==> config.mk <==
export PLATFORM = sky130hd
export DESIGN_NAME = serial_result_deserializer
export DESIGN_NICKNAME = d
export VERILOG_FILES = /design/src/rtl/serial_result_deserializer.sv
export SDC_FILE = /design/constraint.sdc
export NUM_CORES = 1
export LEC_CHECK = 0
export BUFFER_PORTS_ARGS = -buffer_cell sky130_fd_sc_hd__buf_2
export CORE_AREA = 5 5 49 51
export DETAILED_ROUTE_END_ITERATION = 7
export DIE_AREA = 0 0 54 56
export PLACE_DENSITY = 0.75
export SETUP_SLACK_MARGIN = 0.5
export SLEW_MARGIN = 10
export SYNTH_ARGS = -nofsm -noshare
export SYNTH_HDL_FRONTEND = slang
export SYNTH_SLANG_ARGS = --single-unit
export TNS_END_PERCENT = 20
==> constraint.sdc <==
create_clock -name Clk -period 1.2 [get_ports Clk]
set_input_delay 0.06 -clock Clk [delete_from_list [all_inputs] [get_ports Clk]]
set_output_delay 0.06 -clock Clk [all_outputs]
set_load 0.02 [all_outputs]
==> src/rtl/serial_result_deserializer.sv <==
// Reassembles an LSB-first serial result stream plus final carry into a parallel
// word with a valid/ready output. Define SERIAL_PARITY_EN for a trailing even-parity bit.
module serial_result_deserializer #(
  parameter int WIDTH = 4
) (
  input  logic             Clk,
  input  logic             Rst_n,
  input  logic             SerialDin,
  input  logic             Start,
  input  logic             CarryIn,
  input  logic             OverrunClr,
  input  logic             DoutReady,
  output logic [WIDTH-1:0] ParallelDout,
  output logic             CarryOut,
  output logic             DoutValid,
  output logic             Busy,
  output logic             Overrun,
  output logic             ParityErr
);

  localparam int CNT_W = $clog2(WIDTH) + 1;

  localparam logic [1:0] IDLE   = 2'd0;
  localparam logic [1:0] SHIFT  = 2'd1;
`ifdef SERIAL_PARITY_EN
  localparam logic [1:0] PARITY = 2'd2;
`endif
  localparam logic [1:0] VALID  = 2'd3;

  logic [1:0]       r_state;
  logic [WIDTH-1:0] r_shift;
  logic [CNT_W-1:0] r_count;
  logic [WIDTH-1:0] r_dout;
  logic             r_carryOut;
  logic             r_valid;
  logic             r_busy;
  logic             r_overrun;
`ifdef SERIAL_PARITY_EN
  logic             r_carry;
  logic             r_parErr;
`endif

  logic [WIDTH-1:0] w_shiftNext;
  logic             w_last;
  logic             w_ovSet;

  // New bits enter at the MSB so the first bit lands at the LSB after WIDTH samples
  assign w_shiftNext = {SerialDin, r_shift[WIDTH-1:1]};
  assign w_last      = (r_count == CNT_W'(WIDTH - 1));
  assign w_ovSet     = (r_state == VALID) && Start && !DoutReady;

  always_ff @(posedge Clk or negedge Rst_n) begin
    if (!Rst_n) begin
      r_state    <= IDLE;
      r_shift    <= '0;
      r_count    <= '0;
      r_dout     <= '0;
      r_carryOut <= 1'b0;
      r_valid    <= 1'b0;
      r_busy     <= 1'b0;
      r_overrun  <= 1'b0;
`ifdef SERIAL_PARITY_EN
      r_carry    <= 1'b0;
      r_parErr   <= 1'b0;
`endif
    end else begin
      // Set wins over a simultaneous clear
      if (w_ovSet)
        r_overrun <= 1'b1;
      else if (OverrunClr)
        r_overrun <= 1'b0;

      case (r_state)
        IDLE: begin
          if (Start) begin
            r_shift <= w_shiftNext;
            r_count <= CNT_W'(1);
            r_busy  <= 1'b1;
            r_state <= SHIFT;
          end
        end

        SHIFT: begin
          r_shift <= w_shiftNext;
          if (Start) begin
            r_count <= CNT_W'(1);
          end else begin
            r_count <= r_count + CNT_W'(1);
            if (w_last) begin
`ifdef SERIAL_PARITY_EN
              r_carry <= CarryIn;
              r_state <= PARITY;
`else
              r_dout     <= w_shiftNext;
              r_carryOut <= CarryIn;
              r_valid    <= 1'b1;
              r_busy     <= 1'b0;
              r_state    <= VALID;
`endif
            end
          end
        end

`ifdef SERIAL_PARITY_EN
        PARITY: begin
          if (Start) begin
            r_shift <= w_shiftNext;
            r_count <= CNT_W'(1);
            r_state <= SHIFT;
          end else begin
            r_dout     <= r_shift;
            r_carryOut <= r_carry;
            r_parErr   <= (^r_shift) ^ SerialDin;
            r_valid    <= 1'b1;
            r_busy     <= 1'b0;
            r_state    <= VALID;
          end
        end
`endif

        VALID: begin
          // A Start without a handshake is discarded; the held word stays put
          if (DoutReady) begin
            r_valid <= 1'b0;
            if (Start) begin
              r_shift <= w_shiftNext;
              r_count <= CNT_W'(1);
              r_busy  <= 1'b1;
              r_state <= SHIFT;
            end else begin
              r_state <= IDLE;
            end
          end
        end

        default: r_state <= IDLE;
      endcase
    end
  end

  assign ParallelDout = r_dout;
  assign CarryOut     = r_carryOut;
  assign DoutValid    = r_valid;
  assign Busy         = r_busy;
  assign Overrun      = r_overrun;
`ifdef SERIAL_PARITY_EN
  assign ParityErr    = r_parErr;
`else
  assign ParityErr    = 1'b0;
`endif

endmodule

==> results.sh, run 1 <==
export IMPL_path_depth=5
export IMPL_hold_class="in2reg"
export IMPL_clkPwrFrac=0.130
export IMPL_drtPass1Iterations=3
export IMPL_antenna_cells=0
export IMPL_numCtsBuffers=3
export IMPL_path_cells="ha_4, ha_4, nand2b_4, nor2_8, mux2_4"
export IMPL_fmax_mhz=727
export IMPL_instances_no_fill=117
export IMPL_powerDensity_mw_per_mm2=2530
export IMPL_drive_above_1_share=0.533
export IMPL_combPwrFrac=0.521
export IMPL_synthArstFlopShare=1.00
export IMPL_port_buffers=14
export IMPL_seqPwrFrac=0.349
export IMPL_dp_cells=108
export IMPL_ys_warnings_count=0
export IMPL_grt_max_degree=17
export IMPL_maxSlewViolCount=0
export IMPL_wl_per_cell_um=15.2
export IMPL_post_route_cell_area_mm2=0.00112
export IMPL_path_class="reg2reg"
export IMPL_area_growth_pct=34.6
export IMPL_avgSynthCellArea_um2=12.6
export IMPL_grt_usage=0.129
export IMPL_slowest_stage="dfrtp_1"
export IMPL_insertion_delay_ns=0.29
export IMPL_cpPeakStageDelay_ns=0.42
export IMPL_max_cap_viol_count=0
export IMPL_ys_ff_latch=16
export IMPL_max_vdd_ir_drop_mv=1.01
export IMPL_grt_pass1_wl_mm=2.93
export IMPL_cts_buffer_depth=2
export IMPL_cp_required_ns=1.38
export IMPL_netlist_area_um2=832
export IMPL_final_setup_worst_slack_ns=-0.176
export IMPL_rr_worst_depth=5
export IMPL_seq_area_frac_synth=0.481
export IMPL_mostFrequentLayoutCells="dfrtp_1 (15), buf_6 (10), mux2_4 (8)"
export IMPL_failed_checks="negative setup slack"
export IMPL_crit_buf_inv=0
export IMPL_pre_cts_ws_ns=-0.173
export IMPL_cts_hold_buf=2
export IMPL_final_util=0.589
export IMPL_fp_dieW_um=54
export IMPL_die_area_mm2=0.00302
export IMPL_grt_pass1_vias=635
export IMPL_rows=16
export IMPL_timing_final_crit_period_ns=1.38
export IMPL_syn_num_nets=76
export IMPL_gp_congestion=0.725
export IMPL_switching_share=0.371
export IMPL_dp_hpwl_mm=1.21
export IMPL_clock_sinks=16
export IMPL_overflow=0
export IMPL_hold_violations=0
export IMPL_viasPerCell=4.90
export IMPL_routed_wl_mm=1.78
export IMPL_drc_errors=0
export IMPL_skew_ns=0.00219
export IMPL_tns_ns=-1.10
export IMPL_initial_core_util=0.438
export IMPL_fp_coreArea_mm2=0.00190
export IMPL_drt_initial_drc_count=8
export IMPL_vias=573
export IMPL_clk_pin_slew_worst_paths_ns=0.10
export IMPL_p_leak_nw=0.526
export IMPL_io_pins=16
export IMPL_die_h_um=56
export IMPL_finalSetupViolCount=8
export IMPL_synth_cell_types=25
export IMPL_final_nets=101
export IMPL_synth_edff_count=0
export IMPL_netlist_instances=66
export IMPL_antenna_found_initial=0
export IMPL_cp_start_kind="flip-flop"
export IMPL_arrival_ns=1.56
export IMPL_dpl_cell_area_um2=951
export IMPL_hold_depth=2
export IMPL_htree_levels=1
export IMPL_layout_commonest_cell="dfrtp_1"
export IMPL_crit_fanout=6
export IMPL_cts_root_buf="clkbuf_4"
export IMPL_critical_path_top_delay_family="flip-flops"
export IMPL_run_status="complete, but fails checks"
export IMPL_detail_route_antenna_nets=0
export IMPL_finalCritPeriodShare=1.15
export IMPL_crit_top_cell="ha_4"
export IMPL_ys_flop_type="dfrtp_1"
export IMPL_tritoncts="yes"
export IMPL_cp_end_kind="flip-flop"
export IMPL_rsz0062_at_grt="true"
export IMPL_p_switching_w=0.00105
export IMPL_power_internal_w=0.00178
-- timing repair --
action / CTS / global route
setup endpoints to repair: 24 / 24
buffers inserted: 1 / 2
pin swaps: 7 / 4
endpoints found under the hold margin: 17 / 1
gates resized for setup: 23 / 2
-- synthesized netlist by cell type (2+ instances only) --
cell type  instances  area (µm²)
buf_4              2        15.0
a21oi_1            6        30.0
nand2b_1           2        12.5
o21ai_1            3        15.0
inv_1              6        22.5
buf_6              2        22.5
ha_1               3        37.5
nand2_1            3        11.3
dfrtp_1           16         400
mux2_4             8         120
-- per-layer routing --
metal,share of wire,vias to the layer above,GRT usage
li1,-,269,-
met1,0.42,292,0.163
met2,0.52,10,0.206
met3,0.045,2,0.0295
met4,0.012,0,0.0534
met5,0,-,0
-- through the flow --
stage / hold WS (ns) / total power, W
floorplan: -0.236 / 0.00181
global placement: -0.0148 / 0.00210
detailed placement: -0.0105 / 0.00215
CTS: 0.00530 / 0.00280
global route: -0.0146 / 0.00299
finish: 0.00744 / 0.00283
-- worst register-to-register path, delay by kind of cell, from the launching register on --
family | cells | cell delay [ns]
DFF | 1 | 0.42
and+or+nand+nor | 2 | 0.23
adders and majority gates | 2 | 0.30
muxes | 1 | 0.32
-- final timing paths --
path / start / to / slack [ns]
worst max-delay path: r_count[1] / ParallelDout[2] / -0.18
worst min-delay path: CarryIn / CarryOut / 0.007
worst max register to register: r_count[1] / ParallelDout[2] / -0.18
worst min register to register: r_shift[1] / ParallelDout[0] / 0.53
max in group asynchronous: Rst_n / r_state[0] / 0.71
min in group asynchronous: Rst_n / r_count[2] / 0.22
-- layout make-up --
| cell class | instances | area, µm² |
|---|---|---|
| fillers | 149 | 782 |
| multi-input cells | 40 | 418 |
| flip-flops and latches | 16 | 402 |
| repair buffers | 24 | 208 |
| clock buffers | 4 | 36.3 |
| well taps | 27 | 33.8 |
| inverters | 6 | 22.5 |
-- power by group through the flow --
stage                     Combinational, W  Sequential, W  Clock [W]
after detailed placement           0.00121       0.000940          0
final                              0.00147       0.000988   0.000369
after global routing               0.00158        0.00101   0.000401
after global placement             0.00117       0.000929          0
after CTS                          0.00145       0.000979   0.000373
after floorplan                   0.000752        0.00106          0
-- sequential cells by signal, indices dropped and copies added, names as in the netlist --
register,flops
Busy,1
CarryOut,1
DoutValid,1
Overrun,1
ParallelDout,4
r_count,3
r_shift,3
r_state,2
-- kinds of logic (layout without fill, tap and decap cells) --
family          count (synthesis)  in the layout  synth area share
fa+ha+maj                       3              3            0.0451
simple gates                   13             13             0.129
other cells                     1              1           0.00451
buf+inv                        10             34            0.0722
flops                          16             16             0.481
compound gates                 15             15             0.123
mux                             8              8             0.144
Note: power is estimated with default switching activity, not from simulation.
==> run 2: changes to the inputs <==
Settings changed: SKIP_CTS_REPAIR_TIMING set to 1.
==> run 2 against run 1 <==
The flow still finishes with violations (negative setup slack). Routed wire length shrank 2.2%. Fmax shrank 2.0%. Total power shrank 1.6%. Cell count shrank 0.85%. First-iteration DRC count grew 25%. Sequential power is essentially flat. Clock skew grew 0.0030 ns. Critical path type unchanged. Largest cell class unchanged.
==> results.sh, run 2 (synthesis results as in run 1) <==
export IMPL_numCtsBuffers=3
export IMPL_max_cap_viol_count=0
export IMPL_fp_coreArea_mm2=0.00190
export IMPL_rsz0062_at_grt="true"
export IMPL_crit_top_cell="ha_4"
export IMPL_finalSetupViolCount=11
export IMPL_cp_required_ns=1.38
export IMPL_skew_ns=0.00516
export IMPL_port_buffers=14
export IMPL_dpl_cell_area_um2=951
export IMPL_arrival_ns=1.58
export IMPL_dp_hpwl_mm=1.21
export IMPL_cp_end_kind="flip-flop"
export IMPL_switching_share=0.368
export IMPL_maxSlewViolCount=0
export IMPL_hold_violations=0
export IMPL_timing_final_crit_period_ns=1.40
export IMPL_tritoncts="yes"
export IMPL_layout_commonest_cell="dfrtp_1"
export IMPL_total_power_w=0.00278
export IMPL_hold_depth=2
export IMPL_seq_area_um2=400
export IMPL_hp_start="CarryIn"
export IMPL_combPwrFrac=0.515
export IMPL_failed_checks="negative setup slack"
export IMPL_die_area_mm2=0.00302
export IMPL_htree_levels=1
export IMPL_drt_initial_drc_count=10
export IMPL_final_nets=100
export IMPL_seqPwrFrac=0.355
export IMPL_grt_pass1_wl_mm=2.79
export IMPL_slowest_stage="dfrtp_1"
export IMPL_clk_pin_slew_worst_paths_ns=0.10
export IMPL_r2r_slack_ns=-0.20
export IMPL_gp_congestion=0.725
export IMPL_clock_sinks=16
export IMPL_cts_buffer_depth=2
export IMPL_whs_endpoint="CarryOut"
export IMPL_fillers=153
export IMPL_insertion_delay_ns=0.29
export IMPL_clkPwrFrac=0.130
export IMPL_overflow=0
export IMPL_path_cells="ha_4, ha_4, nand2b_4, nor2_8, mux2_4"
export IMPL_initial_core_util=0.438
export IMPL_drtPass1Iterations=4
export IMPL_rr_worst_depth=5
export IMPL_die_h_um=56
export IMPL_grt_max_degree=17
export IMPL_p_leak_nw=0.518
export IMPL_drc_errors=0
export IMPL_reg2reg_to="CarryOut"
export IMPL_fp_dieW_um=54
export IMPL_crit_buf_inv=0
export IMPL_vias=569
export IMPL_grt_pass1_vias=590
export IMPL_grt_usage=0.123
export IMPL_crit_fanout=6
export IMPL_detail_route_antenna_nets=0
export IMPL_powerDensity_mw_per_mm2=2540
export IMPL_final_setup_worst_slack_ns=-0.204
export IMPL_cts_root_buf="clkbuf_4"
export IMPL_multi_input_area_um2=404
export IMPL_p_switching_w=0.00103
export IMPL_worstReg2RegStart="r_count[1]"
export IMPL_largest_reg_flops=4
export IMPL_antenna_cells=0
export IMPL_max_vdd_ir_drop_mv=1.01
export IMPL_hold_class="in2reg"
export IMPL_finalCritPeriodShare=1.17
export IMPL_power_internal_w=0.00176
export IMPL_cp_start_kind="flip-flop"
export IMPL_io_pins=16
export IMPL_drive_above_1_share=0.483
export IMPL_rows=16
export IMPL_viasPerCell=4.91
export IMPL_antenna_found_initial=0
export IMPL_routed_wl_mm=1.74
export IMPL_critical_path_top_delay_family="flip-flops"
export IMPL_post_route_cell_area_mm2=0.00110
export IMPL_fmax_mhz=713
export IMPL_run_status="complete, but fails checks"
export IMPL_holdWs_ns=0.0115
export IMPL_path_class="reg2reg"
export IMPL_mostFrequentLayoutCells="dfrtp_1 (16), buf_6 (10), mux2_4 (8), a21oi_1 (6), buf_2 (6)"
export IMPL_wl_per_cell_um=15.0
export IMPL_area_growth_pct=31.9
export IMPL_cpPeakStageDelay_ns=0.42
run 2: changes by cell type in the layout (fill, tap and decap cells not counted), sizes merged:
cell / before / now
buf: 22 / 21
run 2: how the worst max path moves through the flow:
stage                     startpoint              end  cells after the start
after floorplan           r_count[0]         CarryOut                      5
after global placement    r_count[0]  ParallelDout[1]                      5
after detailed placement  r_count[1]  ParallelDout[2]                      5
after CTS                 r_count[1]         CarryOut                      5
after global routing      r_count[1]  ParallelDout[2]                      5
final                     r_count[1]         CarryOut                      5
run 2: final cells by class:
class                      count  share of cell area
timing repair buffer          23               0.182
sequential                    16               0.365
multi-input combinational     40               0.368
inverter                       6              0.0205
tap                           27              0.0308
clock buffer                   4              0.0331
run 2: routing by layer:
| metal | wire (µm) | part of all wire | vias to the layer above | GRT usage |
|---|---|---|---|---|
| met3 | 97 | 0.056 | 2 | 0.0241 |
| met5 | 0 | 0 | - | 0 |
| met4 | 21 | 0.012 | 0 | 0.0534 |
| met1 | 729 | 0.42 | 285 | 0.165 |
| met2 | 895 | 0.51 | 14 | 0.187 |
| li1 | - | - | 268 | - |
run 2: power by group through the flow:
| stage | combinational (W) | clock, W | sequential (W) |
|---|---|---|---|
| global placement | 0.00117 | 0 | 0.000929 |
| CTS | 0.00122 | 0.000373 | 0.000932 |
| detailed placement | 0.00121 | 0 | 0.000940 |
| global route | 0.00155 | 0.000397 | 0.00100 |
| floorplan | 0.000752 | 0 | 0.00106 |
| finish | 0.00143 | 0.000363 | 0.000987 |
run 2: through the flow:
stage | worst slack [ns] | TNS [ns] | cells | utilization
2_1_floorplan | -0.0893 | -0.453 | 66 | -
3_3_place_gp | -0.130 | -0.696 | 108 | 0.500
3_5_place_dp | -0.173 | -0.933 | 108 | 0.500
4_1_cts | -0.195 | -1.22 | 112 | 0.519
5_1_grt | -0.235 | -1.67 | 116 | 0.577
6_report | -0.204 | -1.32 | 116 | 0.577
